--- src/rtl/ffstdp_update.sv ---
// FF-STDP per-synapse weight update: derivative from post count and polarity, scaled by the
// pre count, then a signed saturating add onto the current weight, registered once.
module ffstdp_update #(
    parameter int unsigned PRE_CNT_WIDTH  = 8,
    parameter int unsigned POST_CNT_WIDTH = 7,
    parameter int unsigned WEIGHT_WIDTH   = 8,
    parameter int unsigned GOOD_THR       = 8,
    parameter int unsigned D_SHIFT        = 2,
    parameter int unsigned LR_SHIFT       = 4
) (
    input  logic                           clk,
    input  logic                           rst_n,
    input  logic                           ctrl_tref_event_i,
    input  logic                           is_pos_i,
    input  logic                           is_train_i,
    input  logic [POST_CNT_WIDTH-1:0]      post_spike_cnt_i,
    input  logic [PRE_CNT_WIDTH-1:0]       pre_spike_cnt_i,
    input  logic signed [WEIGHT_WIDTH-1:0] wsyn_curr_i,
    output logic signed [WEIGHT_WIDTH-1:0] wsyn_new_o,
    output logic                           wsyn_ovf_o,
    output logic                           wsyn_valid_o
);

    // Raw derivative holds the threshold difference or the count, shifted, before saturation.
    localparam int unsigned RawW  = POST_CNT_WIDTH + 1 + D_SHIFT;
    localparam int unsigned ProdW = PRE_CNT_WIDTH + WEIGHT_WIDTH;
    localparam int unsigned SumW  = WEIGHT_WIDTH + 1;

    localparam logic [RawW-1:0]  DRawMax   = RawW'((64'd1 << WEIGHT_WIDTH) - 64'd1);
    localparam logic [ProdW-1:0] DeltaMax  = ProdW'((64'd1 << (WEIGHT_WIDTH - 1)) - 64'd1);
    localparam logic [RawW-1:0]  ThrExt    = RawW'(GOOD_THR);

    logic [RawW-1:0]         post_ext;
    logic [RawW-1:0]         d_raw;
    logic [WEIGHT_WIDTH-1:0] d;
    logic [ProdW-1:0]        l_w;
    logic [ProdW-1:0]        mag;
    logic [WEIGHT_WIDTH-1:0] delta;
    logic [SumW-1:0]         delta_s;
    logic [SumW-1:0]         sum;
    logic [WEIGHT_WIDTH-1:0] result;
    logic                    ovf;
    logic                    apply;

    logic [WEIGHT_WIDTH-1:0] wsyn_new_d, wsyn_new_q;
    logic                    wsyn_ovf_d, wsyn_ovf_q;
    logic                    wsyn_valid_d, wsyn_valid_q;

    always_comb begin
        post_ext = RawW'(post_spike_cnt_i);
        d_raw    = '0;
        if (is_pos_i) begin
            if (post_ext < ThrExt) begin
                d_raw = (ThrExt - post_ext) << D_SHIFT;
            end
        end else begin
            d_raw = post_ext << D_SHIFT;
        end
        d = (d_raw > DRawMax) ? '1 : WEIGHT_WIDTH'(d_raw);
    end

    always_comb begin
        l_w   = ProdW'(pre_spike_cnt_i) * ProdW'(d);
        mag   = l_w >> LR_SHIFT;
        delta = (mag > DeltaMax) ? WEIGHT_WIDTH'(DeltaMax) : WEIGHT_WIDTH'(mag);
    end

    // Sum is one bit wider than the weight, so the two top bits disagree exactly on overflow.
    always_comb begin
        delta_s = is_pos_i ? {1'b0, delta} : (~{1'b0, delta} + SumW'(1));
        sum     = {wsyn_curr_i[WEIGHT_WIDTH-1], wsyn_curr_i} + delta_s;
        ovf     = sum[SumW-1] ^ sum[SumW-2];
        result  = sum[WEIGHT_WIDTH-1:0];
        if (ovf) begin
            result = sum[SumW-1] ? {1'b1, {(WEIGHT_WIDTH-1){1'b0}}}
                                 : {1'b0, {(WEIGHT_WIDTH-1){1'b1}}};
        end
    end

    always_comb begin
        apply        = ctrl_tref_event_i & is_train_i;
        wsyn_new_d   = wsyn_curr_i;
        wsyn_ovf_d   = 1'b0;
        wsyn_valid_d = 1'b0;
        if (apply) begin
            wsyn_new_d   = result;
            wsyn_ovf_d   = ovf;
            wsyn_valid_d = 1'b1;
        end
    end

    always_ff @(posedge clk or negedge rst_n) begin
        if (!rst_n) begin
            wsyn_new_q   <= '0;
            wsyn_ovf_q   <= 1'b0;
            wsyn_valid_q <= 1'b0;
        end else begin
            wsyn_new_q   <= wsyn_new_d;
            wsyn_ovf_q   <= wsyn_ovf_d;
            wsyn_valid_q <= wsyn_valid_d;
        end
    end

    assign wsyn_new_o   = wsyn_new_q;
    assign wsyn_ovf_o   = wsyn_ovf_q;
    assign wsyn_valid_o = wsyn_valid_q;

endmodule

--- config.mk ---
export PLATFORM = sky130hd
export DESIGN_NAME = ffstdp_update
export DESIGN_NICKNAME = d
export VERILOG_FILES = /design/src/rtl/ffstdp_update.sv
export SDC_FILE = /design/constraint.sdc
export NUM_CORES = 1
export LEC_CHECK = 0
export BUFFER_PORTS_ARGS = -buffer_cell sky130_fd_sc_hd__buf_2
export CAP_MARGIN = 20
export CORE_AREA = 2 2 75 77
export CTS_BUF_LIST = sky130_fd_sc_hd__clkbuf_4 sky130_fd_sc_hd__clkbuf_8
export DETAILED_ROUTE_END_ITERATION = 16
export DIE_AREA = 0 0 77 79
export PLACE_DENSITY_LB_ADDON = 0.12
export REMOVE_ABC_BUFFERS = 1
export SETUP_SLACK_MARGIN = 0.5
export SKIP_CTS_REPAIR_TIMING = 1
export SYNTH_ARGS = -nofsm -noshare
export SYNTH_HDL_FRONTEND = slang
export SYNTH_SLANG_ARGS = --single-unit
--- constraint.sdc ---
create_clock -name clk -period 0.8 [get_ports clk]
set_clock_uncertainty 0.15 [all_clocks]
set_input_delay 0.08 -clock clk [delete_from_list [all_inputs] [get_ports clk]]
set_output_delay 0.08 -clock clk [all_outputs]
set_load 0.02 [all_outputs]
# Yosys cells after proc, flatten, opt, wreduce, memory -nomap -nowiden
# Cells that the tools add are included.
[op_classes]
n_addsub = 3
multipliers = 1
bitwise_logic = 3
n_lt_le_gt_ge = 3
mux = 10
[ops]
columns = ["cell", "count"]
rows = [
  ["8-bit 2-to-1 mux", 5],
  ["10-bit 2-to-1 mux", 2],
  ["8-bit by 8-bit multiplier with 16-bit output", 1],
  ["12-bit by 7-bit greater-than comparator with 1-bit output, second input constant", 1],
  ["10-bit by 8-bit greater-than comparator with 1-bit output, second input constant", 1],
  ["9-bit by 1-bit adder with 9-bit output, second input constant", 1],
  ["9-bit adder", 1],
  ["9-bit 2-to-1 mux", 1],
  ["8-bit inverter with 9-bit output", 1],
  ["4-bit by 7-bit subtractor with 8-bit output, first input constant", 1],
  ["7-bit by 4-bit < comparator with 1-bit output, second input constant", 1],
  ["1-bit 2-to-1 mux", 2],
  ["1-bit bitwise AND", 1],
  ["1-bit XOR", 1],
]
[totals]
input_bits = 28
wordCells = 23
register_bits = 10

# Logic depth before layout (Yosys ltp)
# Gate-level depths: netlist of run 1.
[logic_depth]
depth_word = 15
mapped_depth = 38
mapped_depth_nobuf = 37

# Worst setup path after synthesis of run 1
# OpenSTA, ideal clock, no wires.
[synth_path]
path_type = "input -> register"
from = "in is_pos_i"
to = "reg wsyn_new_q[5], in the netlist wsyn_new_o[5]"
cell_stages = 36
arrival_ns = 7.782
path_buffers = 2
path_slack_ns = -7.258
path_cell_list = "buf_2 > inv_1 > a21oi_1 > o21ai_0 > and2_1 > fa_1 > inv_1 > fa_1 > inv_1 > fa_1 > inv_1 > fa_1 > inv_1 > ha_1 > nor4_1 > o21ai_1 > a311o_1 > a21oi_2 > xnor2_1 > or4_4 > clkbuf_1 > nor2_1 > ha_1 > o21ai_0 > nor4_1 > nor3_1 > a21oi_1 > o22ai_1 > ha_1 > or3_1 > o211ai_1 > xor2_1 > nor2_1 > a21oi_1 > nand3_2 > a221o_1"
[synth_between]
elab_chain_len = 13
[synth_rtl]
columns = ["item", "line", "source"]
rows = [
  ["from (decl)", "14", "input logic is_pos_i,"],
  ["10-bit 2-to-1 mux", "52", "if (is_pos_i) begin"],
  ["10-bit by 8-bit greater-than comparator with 1-bit output", "59", "d = (d_raw > DRawMax) ? '1 : WEIGHT_WIDTH'(d_raw);"],
  ["8-bit 2-to-1 mux", "59", ""],
  ["8-bit by 8-bit multiplier with 16-bit output", "63", "l_w = ProdW'(pre_spike_cnt_i) * ProdW'(d);"],
  ["12-bit by 7-bit greater-than comparator with 1-bit output", "65", "delta = (mag > DeltaMax) ? WEIGHT_WIDTH'(DeltaMax) : WEIGHT_WIDTH'(mag);"],
  ["8-bit 2-to-1 mux", "65", ""],
  ["8-bit inverter with 9-bit output", "70", "delta_s = is_pos_i ? {1'b0, delta} : (~{1'b0, delta} + SumW'(1));"],
  ["9-bit by 1-bit adder with 9-bit output", "70", ""],
  ["9-bit 2-to-1 mux *", "70", ""],
  ["9-bit adder *", "71", "sum = {wsyn_curr_i[WEIGHT_WIDTH-1], wsyn_curr_i} + delta_s;"],
  ["8-bit 2-to-1 mux or 1-bit XOR (tied branches)", "75, 72", ""],
  ["8-bit 2-to-1 mux *", "74", "if (ovf) begin"],
  ["8-bit 2-to-1 mux *", "85", "if (apply) begin"],
  ["via wsyn_new_d[5]", "45", "logic [WEIGHT_WIDTH-1:0] wsyn_new_d, wsyn_new_q;"],
  ["to (signal assigned)", "98", "wsyn_new_q <= wsyn_new_d;"],
  ["to (decl)", "45", ""],
]
# Mark *: on every way through the listed nets, which the timed path passes. The rest lies on a longest branch.

# Worst setup path in the final report of run 1
[layout_path]
from = "in post_spike_cnt_i[0]"
to = "reg wsyn_new_q[0], in the netlist wsyn_new_o[0]"
[layout_between]
elab_chain_len = 15
[layout_rtl]
columns = ["item", "line", "source"]
rows = [
  ["from (decl)", "16", "input logic [POST_CNT_WIDTH-1:0] post_spike_cnt_i,"],
  ["4-bit by 7-bit subtractor with 8-bit output or 7-bit by 4-bit < comparator with 1-bit output (tied branches)", "54, 53", ""],
  ["10-bit 2-to-1 mux", "53", "if (post_ext < ThrExt) begin"],
  ["10-bit 2-to-1 mux *", "52", ""],
  ["10-bit by 8-bit greater-than comparator with 1-bit output", "59", ""],
  ["8-bit 2-to-1 mux *", "59", ""],
  ["8-bit by 8-bit multiplier with 16-bit output *", "63", ""],
  ["12-bit by 7-bit greater-than comparator with 1-bit output", "65", ""],
  ["8-bit 2-to-1 mux *", "65", ""],
  ["8-bit inverter with 9-bit output", "70", ""],
  ["9-bit by 1-bit adder with 9-bit output", "70", ""],
  ["9-bit 2-to-1 mux *", "70", ""],
  ["9-bit adder *", "71", ""],
  ["8-bit 2-to-1 mux or 1-bit XOR (tied branches)", "75, 72", ""],
  ["8-bit 2-to-1 mux *", "74", ""],
  ["8-bit 2-to-1 mux *", "85", ""],
  ["via wsyn_new_d[0]", "45", ""],
]
# Marked as above.

==> impl_metrics.py, run 1 <==
metrics = {
    "timing": {
        "whs_ns": -0.459,
        "tns_ns": -63.11,
        "finalSetupViolCount": 19,
        "min_period_over_period": 9.70,
        "worst_slew_pin_slew_ns": 0.484,
        "clock.fmax_ghz": 0.129,
        "slew_headroom": 0.676,
        "hold_viol_final": 10,
        "setup_slack_ns": -6.96,
        "rsz0062_at_grt": "yes",
        "period_minus_slack_ns": 7.76,
        "finalMaxSlewViolations": 0,
    },
    "grt": {
        "grt.total_usage": 0.248,
        "grt_max_degree": 13,
        "grt_pass1_vias": 2860,
        "antenna_found_initial": 0,
        "overflow": 0,
        "grt_pass1_wl_mm": 12.4,
    },
    "floorplanning": {
        "fp.dieArea_sq_um": 6080,
        "die_x_microns": 77,
        "die_h_microns": 79,
        "num_rows": 27,
        "start_util": 0.581,
        "pin_count": 38,
        "core_sq_um": 5340,
    },
    "routing": {
        "vias_per_cell": 5.92,
        "vias": 3393,
        "drt-pass1-iter-count": 5,
        "drc": 0,
        "ant_nets": 0,
        "wl_per_cell_microns": 19.0,
        "drt-total-wl_mm": 10.9,
        "drt-initial-drc-count": 336,
    },
    "power_and_ir_drop": {
        "power-per-cell-area_nw_per_um2": 2810,
        "power_mw": 13.0,
        "ir_worst_vdd_uv": 3160,
        "leakage_nw": 2.33,
    },
    "worst_setup_path": {
        "cpMostUsedCell": "fa_1",
        "cp_data_required_time_ns": 0.82,
        "max_stage_delay_ns": 0.53,
        "slowest_stage": "or4_4",
        "crit_fanout": 5,
        "end_kind": "flip-flop",
        "crit_arrival_ns": 7.78,
        "cp-start-kind": "input pin",
        "critPathKind": "in -> reg",
    },
    "cells_and_area": {
        "final_common_cell": "buf_4",
        "final_core_util": 0.865,
        "multi_input_area_sq_um": 3020,
        "diodes": 0,
        "seq_area_sq_um": 250,
        "layout.nets": 612,
        "nFillCells": 256,
        "drive_gt1_frac": 0.421,
        "area_delta_synth_final_pct": 49.0,
        "final_cell_mix": "94 x buf_4, 48 x inv_1, 39 x and2_1, 35 x ha_1, 34 x fa_1",
    },
    "synthesis": {
        "ys_seq_area_frac": 0.0807,
        "async_flop_share": 1.00,
        "ys_seq_elements": 10,
        "synth_area_sq_um": 3100,
        "ys_top_cells_by_area": "fa_1 24%, ha_1 18%, and2_1 8.7%",
        "synthMuxAreaShare": 0.0178,
        "synth_top_cell_by_area": "fa_1",
        "synthCells": 369,
        "syn_avg_cell_area_sq_um": 8.40,
        "synth-edff-count": 0,
        "synthFlopType": "dfrtp_1",
        "synthXorXnorAreaFrac": 0.0646,
        "synth_top_family_by_area": "adder cells",
        "synth_top_area_frac": 0.239,
        "synth_fa_ha_area_frac": 0.417,
        "synth.distinct_cells": 45,
        "yosysWarnings": 0,
        "synth_simple_gate_area_frac": 0.204,
        "synth-compound-area-share": 0.142,
    },
    "status": {
        "outcome": "complete, but fails checks",
        "violations": "negative hold slack, negative setup slack",
    },
    "cts": {
        "cts_tree": "built",
        "clockRootBuffer": "clkbuf_8",
        "clk_pin_slew_ns": 0.06,
        "cts.sinks": 10,
        "htree_levels": 1,
        "cts_buffers": 3,
        "cts_max_path_buffers": 2,
    },
    "run": {
        "max-cap-violations": 0,
    },
    "worst_hold_path": {
        "worstHoldPathType": "in -> async",
    },
    "place": {
        "port_buffers": 37,
        "place.gp.congestion": 0.872,
        "dp_hpwl_mm": 6.53,
    },
}
[worst max-delay path: cells and delay by family]
| kind | cells | cell delay [ns] |
|---|---|---|
| compound gates | 10 | 1.80 |
| buf+inv | 6 | 0.60 |
| xor+xnor | 3 | 0.35 |
| simple gates | 9 | 2.25 |
| fa+ha+maj | 8 | 2.68 |
[synthesized netlist by cell type, types with 2 or more instances]
cell type / n
o21a_1: 2
o22ai_1: 3
o21bai_1: 2
clkbuf_1: 3
nor2_1: 25
o21ai_1: 3
nand2_1: 30
and2_1: 43
or2_2: 2
or3_1: 3
fa_1: 37
nor4_1: 2
xor2_1: 12
a21o_1: 3
o31ai_1: 2
mux2i_1: 4
nor2b_1: 3
xnor2_1: 9
dfrtp_1: 10
nor3_1: 7
a21oi_1: 17
ha_1: 44
inv_1: 57
a221o_1: 5
o21ai_0: 19
a31oi_1: 3
[state kept, by name, indices dropped and copies added (netlist names)]
signal / count
wsyn_ovf_o: 1
wsyn_new_o: 8
wsyn_valid_o: 1
[path summary, 6_finish.rpt]
path | startpoint | to | slack [ns] | cells after the start
max | post_spike_cnt_i[0] | wsyn_new_o[0] | -6.96 | 36
min | rst_n | wsyn_new_o[7] | -0.46 | 1
max in group asynchronous | rst_n | wsyn_new_o[5] | 0.75 | 1
min in group clk | ctrl_tref_event_i | wsyn_valid_o | 0.02 | 4
[final cells by class]
class / count / area share
timing repair buffer: 133 / 0.218
sequential: 10 / 0.0542
tap: 72 / 0.0195
inverter: 57 / 0.0469
clock buffer: 3 / 0.00894
multi-input combinational: 298 / 0.653
[layer usage]
layer	global-route usage	wire length, microns	up-vias
met3	0.0170	594	61
met5	0	0	-
met4	0.0268	506	0
met1	0.345	4200	1660
met2	0.441	5590	179
li1	-	-	1493
[metrics by stage]
stage / instances / setup WS [ns] / hold slack, ns / cell area, sq um
final: 573 / -6.96 / -0.459 / 4620
after global routing: 573 / -7.13 / -0.441 / 4620
after detailed placement: 562 / -7.46 / -0.213 / 4020
after floorplan: 365 / -7.04 / -0.366 / 3080
after CTS: 565 / -7.26 / -0.451 / 4060
after global placement: 562 / -7.15 / -0.216 / 4020
[cells by family after synthesis]
family	count (synthesis)
flops	10
compound gates	68
simple gates	122
buf+inv	61
mux	5
xor+xnor	22
fa+ha+maj	81
[report_power, final]
part	internal (mW)	switching, mW
sequential	0.667	0.0892
clock	0.332	0.227
combinational	5.52	6.14
(Power assumes the default switching activity.)
==> run 2: changes to the inputs <==
--- a/config.mk
+++ b/config.mk
@@ -13,8 +13,6 @@
 export DIE_AREA = 0 0 77 79
 export PLACE_DENSITY_LB_ADDON = 0.12
 export REMOVE_ABC_BUFFERS = 1
-export SETUP_SLACK_MARGIN = 0.5
-export SKIP_CTS_REPAIR_TIMING = 1
 export SYNTH_ARGS = -nofsm -noshare
 export SYNTH_HDL_FRONTEND = slang
 export SYNTH_SLANG_ARGS = --single-unit
==> run 2 against run 1 <==
Final area rose by 1.7%. Critical endpoint is now wsyn_new_o[1]. The run ends with negative setup slack left. Clock power decreased by 9.7%. Via count is 5.2% higher. Core utilization increased by 1.5 points. Largest cell class unchanged.
==> impl_metrics.py, run 2 (same netlist as run 1, synthesis figures left out) <==
metrics = {
    "timing": {
        "period_minus_slack_ns": 7.77,
        "slew_headroom": 0.665,
        "rsz0062_at_grt": "yes",
        "clock.fmax_ghz": 0.129,
        "finalSetupViolCount": 19,
        "tns_ns": -63.27,
        "finalMaxSlewViolations": 0,
        "setup_slack_ns": -6.97,
        "hold_viol_final": 0,
        "worst_slew_pin_slew_ns": 0.499,
        "min_period_over_period": 9.72,
    },
    "power_and_ir_drop": {
        "leakage_nw": 2.36,
        "power-per-cell-area_nw_per_um2": 2890,
        "power_mw": 13.6,
        "ir_worst_vdd_uv": 2860,
    },
    "cts": {
        "clockRootBuffer": "clkbuf_8",
        "htree_levels": 1,
        "clk_pin_slew_ns": 0.04,
        "cts_buffers": 3,
        "cts.sinks": 10,
        "cts_max_path_buffers": 2,
        "cts_tree": "built",
    },
    "floorplanning": {
        "die_h_microns": 79,
        "start_util": 0.581,
        "core_sq_um": 5340,
        "num_rows": 27,
        "pin_count": 38,
        "fp.dieArea_sq_um": 6080,
        "die_x_microns": 77,
    },
    "cells_and_area": {
        "multi_input_area_sq_um": 3040,
        "final_common_cell": "buf_4",
        "largest_register_ffs": 8,
        "area_delta_synth_final_pct": 51.6,
        "final_cell_mix": "95 x buf_4, 49 x inv_1, 39 x and2_1, 36 x ha_1, 33 x fa_1",
        "nFillCells": 235,
        "drive_gt1_frac": 0.421,
        "seq_area_sq_um": 250,
        "layout.nets": 617,
        "final_core_util": 0.880,
    },
    "worst_setup_path": {
        "cp_num_buf_inv": 6,
        "end_kind": "flip-flop",
        "critPathKind": "in -> reg",
        "cp-start-kind": "input pin",
        "path_depth": 35,
        "crit_fanout": 5,
        "slowest_stage": "or4_4",
        "crit_end": "wsyn_new_o[1]",
        "max_stage_delay_ns": 0.53,
        "path_delay_family": "adder cells",
        "crit_arrival_ns": 7.78,
        "cp_data_required_time_ns": 0.81,
        "startpoint": "post_spike_cnt_i[6]",
    },
    "grt": {
        "antenna_found_initial": 0,
        "grt.total_usage": 0.307,
        "grt_max_degree": 13,
        "grt-busiest-layer": "met2",
        "globalRouteMet3Util": 0.0318,
        "gr-usage-met1": 0.383,
        "grt_pass1_wl_mm": 14.9,
        "overflow": 0,
        "grt_pass1_vias": 3273,
        "gr-usage-met2": 0.549,
    },
    "status": {
        "outcome": "complete, but fails checks",
        "violations": "negative setup slack",
    },
    "routing": {
        "drt-initial-drc-count": 355,
        "ant_nets": 0,
        "wl_per_cell_microns": 21.0,
        "drc": 0,
        "drt-total-wl_mm": 12.1,
        "vias": 3568,
        "vias_per_cell": 6.16,
        "drt-pass1-iter-count": 5,
    },
    "place": {
        "place.gp.congestion": 0.872,
        "port_buffers": 37,
        "place_ws_ns": -7.46,
        "dp_hpwl_mm": 6.53,
    },
    "worst_hold_path": {
        "worstHoldPathType": "in -> async",
    },
    "run": {
        "max-cap-violations": 0,
    },
}
==> run 2: cell types whose count changed in the layout (fill, tap and decap cells not counted), sizes merged <==
cell / change
buf: +4
diode: +1
dlygate4sd3: +1
==> run 2: cell type report <==
class,count,share of cell area
multi-input combinational,298,0.647
timing repair buffer,138,0.224
sequential,10,0.0533
inverter,57,0.0471
tap,72,0.0192
clock buffer,3,0.00879
antenna,1,0.000533
==> run 2: timing repair <==
item	in CTS	in global routing
pin swaps	45	49
hold buffers	1	0
hold endpoints to repair	10	0
buffers inserted	6	6
gates resized for setup	80	52
endpoints found under the setup margin	19	19
gates cloned	0	0
==> run 2: how the worst min path moves through the flow <==
| stage | slack [ns] | to | from | cells after the start |
|---|---|---|---|---|
| after floorplan | -0.37 | wsyn_new_o[0] | rst_n | 0 |
| after global placement | -0.22 | wsyn_new_o[4] | rst_n | 1 |
| after detailed placement | -0.21 | wsyn_new_o[6] | rst_n | 1 |
| after CTS | 0.04 | wsyn_new_o[3] | wsyn_curr_i[3] | 3 |
| after global routing | 0.08 | wsyn_new_o[2] | wsyn_curr_i[2] | 3 |
| final | 0.09 | wsyn_new_o[6] | rst_n | 2 |
==> run 2: per-stage QoR <==
stage,cell area (sq um),std cells,hold WS [ns]
global route,4700,578,0.0775
floorplan,3080,365,-0.366
detailed placement,4020,562,-0.213
CTS,4430,572,0.0386
global placement,4020,562,-0.216
finish,4700,579,0.0884
==> run 2: routing by layer <==
metal,up-vias,routed length (microns)
li1,1506,-
met1,1706,4530
met2,263,5950
met3,93,901
met4,0,751
met5,-,0
==> run 2: where the power goes <==
group | switching, mW | internal [mW] | total [mW]
Clock | 0.177 | 0.328 | 0.505
Combinational | 6.55 | 5.78 | 12.3
Sequential | 0.0837 | 0.668 | 0.751
==> run 3: changes to the inputs <==
--- a/config.mk
+++ b/config.mk
@@ -13,6 +13,7 @@
 export DIE_AREA = 0 0 77 79
 export PLACE_DENSITY_LB_ADDON = 0.12
 export REMOVE_ABC_BUFFERS = 1
+export SETUP_SLACK_MARGIN = 0.2
 export SYNTH_ARGS = -nofsm -noshare
 export SYNTH_HDL_FRONTEND = slang
 export SYNTH_SLANG_ARGS = --single-unit
==> run 3 against run 2 <==
The run still ends with negative setup slack left. Via count up 0.50%. Clock power shrank 2%. First-iteration DRC count decreased by 21%. Routed wire length is 1.5% higher. Setup slack better by 0.051 ns. Critical path depth stayed put. Cell count is 0.17% lower. Non-clock buffer count stayed put. Hold slack got worse by 0.029 ns. Count of clock-buffer cells in the layout did not move. Final area about the same. Highest routed layer unchanged.
==> impl_metrics.py, run 3 (same netlist as run 1, synthesis figures left out) <==
metrics = {
    "routing": {
        "ant_nets": 0,
        "vias_per_cell": 6.20,
        "drt-initial-drc-count": 282,
        "vias": 3586,
        "drt-total-wl_mm": 12.3,
        "wl_per_cell_microns": 21.3,
        "drc": 0,
        "drt-pass1-iter-count": 8,
    },
    "cts": {
        "cts_max_path_buffers": 2,
        "clockRootBuffer": "clkbuf_8",
        "htree_levels": 1,
        "cts.sinks": 10,
        "clk_pin_slew_ns": 0.04,
        "cts_tree": "built",
        "cts_buffers": 3,
    },
    "timing": {
        "whs_ns": 0.0589,
        "hold_viol_final": 0,
        "finalMaxSlewViolations": 0,
        "slew_headroom": 0.660,
        "period_minus_slack_ns": 7.72,
        "min_period_over_period": 9.65,
        "rsz0062_at_grt": "yes",
        "clock.fmax_ghz": 0.130,
        "finalSetupViolCount": 19,
        "setup_slack_ns": -6.92,
        "worst_slew_pin_slew_ns": 0.506,
    },
    "worst_setup_path": {
        "crit_fanout": 5,
        "end_kind": "flip-flop",
        "critPathKind": "in -> reg",
        "cp-start-kind": "input pin",
        "crit_arrival_ns": 7.72,
        "max_stage_delay_ns": 0.55,
        "slowest_stage": "fa_1",
        "cp_data_required_time_ns": 0.80,
    },
    "place": {
        "dp_hpwl_mm": 6.53,
        "port_buffers": 37,
        "place_ws_ns": -7.46,
        "place.gp.congestion": 0.872,
    },
    "status": {
        "violations": "negative setup slack",
        "outcome": "complete, but fails checks",
    },
    "floorplanning": {
        "num_rows": 27,
        "die_x_microns": 77,
        "core_sq_um": 5340,
        "fp.dieArea_sq_um": 6080,
        "pin_count": 38,
        "die_h_microns": 79,
        "start_util": 0.581,
    },
    "grt": {
        "grt.total_usage": 0.307,
        "antenna_found_initial": 0,
        "grt_pass1_vias": 3273,
        "grt_pass1_wl_mm": 14.9,
        "grt_max_degree": 13,
        "overflow": 0,
    },
    "cells_and_area": {
        "nFillCells": 224,
        "layout.nets": 617,
        "final_common_cell": "buf_4",
        "largest_register_ffs": 8,
        "drive_gt1_frac": 0.423,
        "diodes": 0,
        "final_cell_mix": "95 x buf_4, 49 x inv_1, 39 x and2_1, 36 x ha_1, 33 x fa_1",
        "area_delta_synth_final_pct": 51.7,
    },
    "worst_hold_path": {
        "worstHoldPathType": "in -> reg",
        "whs_path_depth": 3,
    },
    "power_and_ir_drop": {
        "leakage_nw": 2.37,
        "ir_worst_vdd_uv": 2840,
        "power-per-cell-area_nw_per_um2": 2920,
    },
    "run": {
        "max-cap-violations": 0,
    },
}
run 3: cell count changes in the layout (fill, tap and decap cells not counted):
cell	delta
nand2_1	-1
nand2_2	+1
diode_2	-1
buf_2	-1
clkbuf_4	+1
run 3: stage by stage:
stage / power, mW / util / setup TNS [ns] / instances / instance area, sq um
2_1_floorplan: 6.19 / - / -61.78 / 365 / 3080
3_3_place_gp: 9.61 / 0.753 / -63.58 / 562 / 4020
3_5_place_dp: 9.93 / 0.753 / -66.17 / 562 / 4020
4_1_cts: 11.6 / 0.829 / -60.03 / 572 / 4430
5_1_grt: 14.4 / 0.881 / -64.25 / 578 / 4700
6_report: 13.7 / 0.881 / -62.51 / 578 / 4700
run 3: layout make-up:
cell class,instances,area [sq um],share of cell area
multi-input combinational,298,3040,0.647
timing repair buffer,138,1060,0.225
sequential,10,250,0.0532
inverter,57,221,0.0471
tap,72,90.1,0.0192
clock buffer,3,41.3,0.00878
run 3: where the power goes:
| part | total [mW] | internal [mW] | switching, mW |
|---|---|---|---|
| logic | 12.5 | 5.81 | 6.67 |
| registers | 0.749 | 0.668 | 0.0807 |
| clock network | 0.493 | 0.327 | 0.167 |
| total | 13.7 | 6.80 | 6.91 |
run 3: metal layers:
metal	global-route usage	share of wire	up-vias
li1	-	-	1498
met1	0.383	0.35	1682
met2	0.549	0.48	287
met3	0.0318	0.095	119
met4	0.121	0.080	0
met5	0	0	-
run 3: what timing repair did:
item,CTS,global route
resized for setup,80,54
endpoints found under the setup margin,19,30
pin swaps,45,49
setup buffers,6,6
hold buffers,1,0
endpoints found under the hold margin,10,0
run 3: worst max-delay path: cells and delay by family:
kind	cells	cell delay [ns]
buffers and inverters	6	0.67
xor gates and xnor gates	3	0.33
adders and majority gates	7	2.71
AOI/OAI and AO/OA	10	1.78
and+or+nand+nor	9	2.13
run 3: worst paths after layout:
| path | start | end | slack (ns) |
|---|---|---|---|
| worst max-delay path | post_spike_cnt_i[6] | wsyn_new_o[0] | -6.92 |
| worst min-delay path | wsyn_curr_i[2] | wsyn_new_o[2] | 0.06 |
| max in group asynchronous | rst_n | wsyn_new_o[1] | 0.26 |
| min in group asynchronous | rst_n | wsyn_new_o[4] | 0.10 |
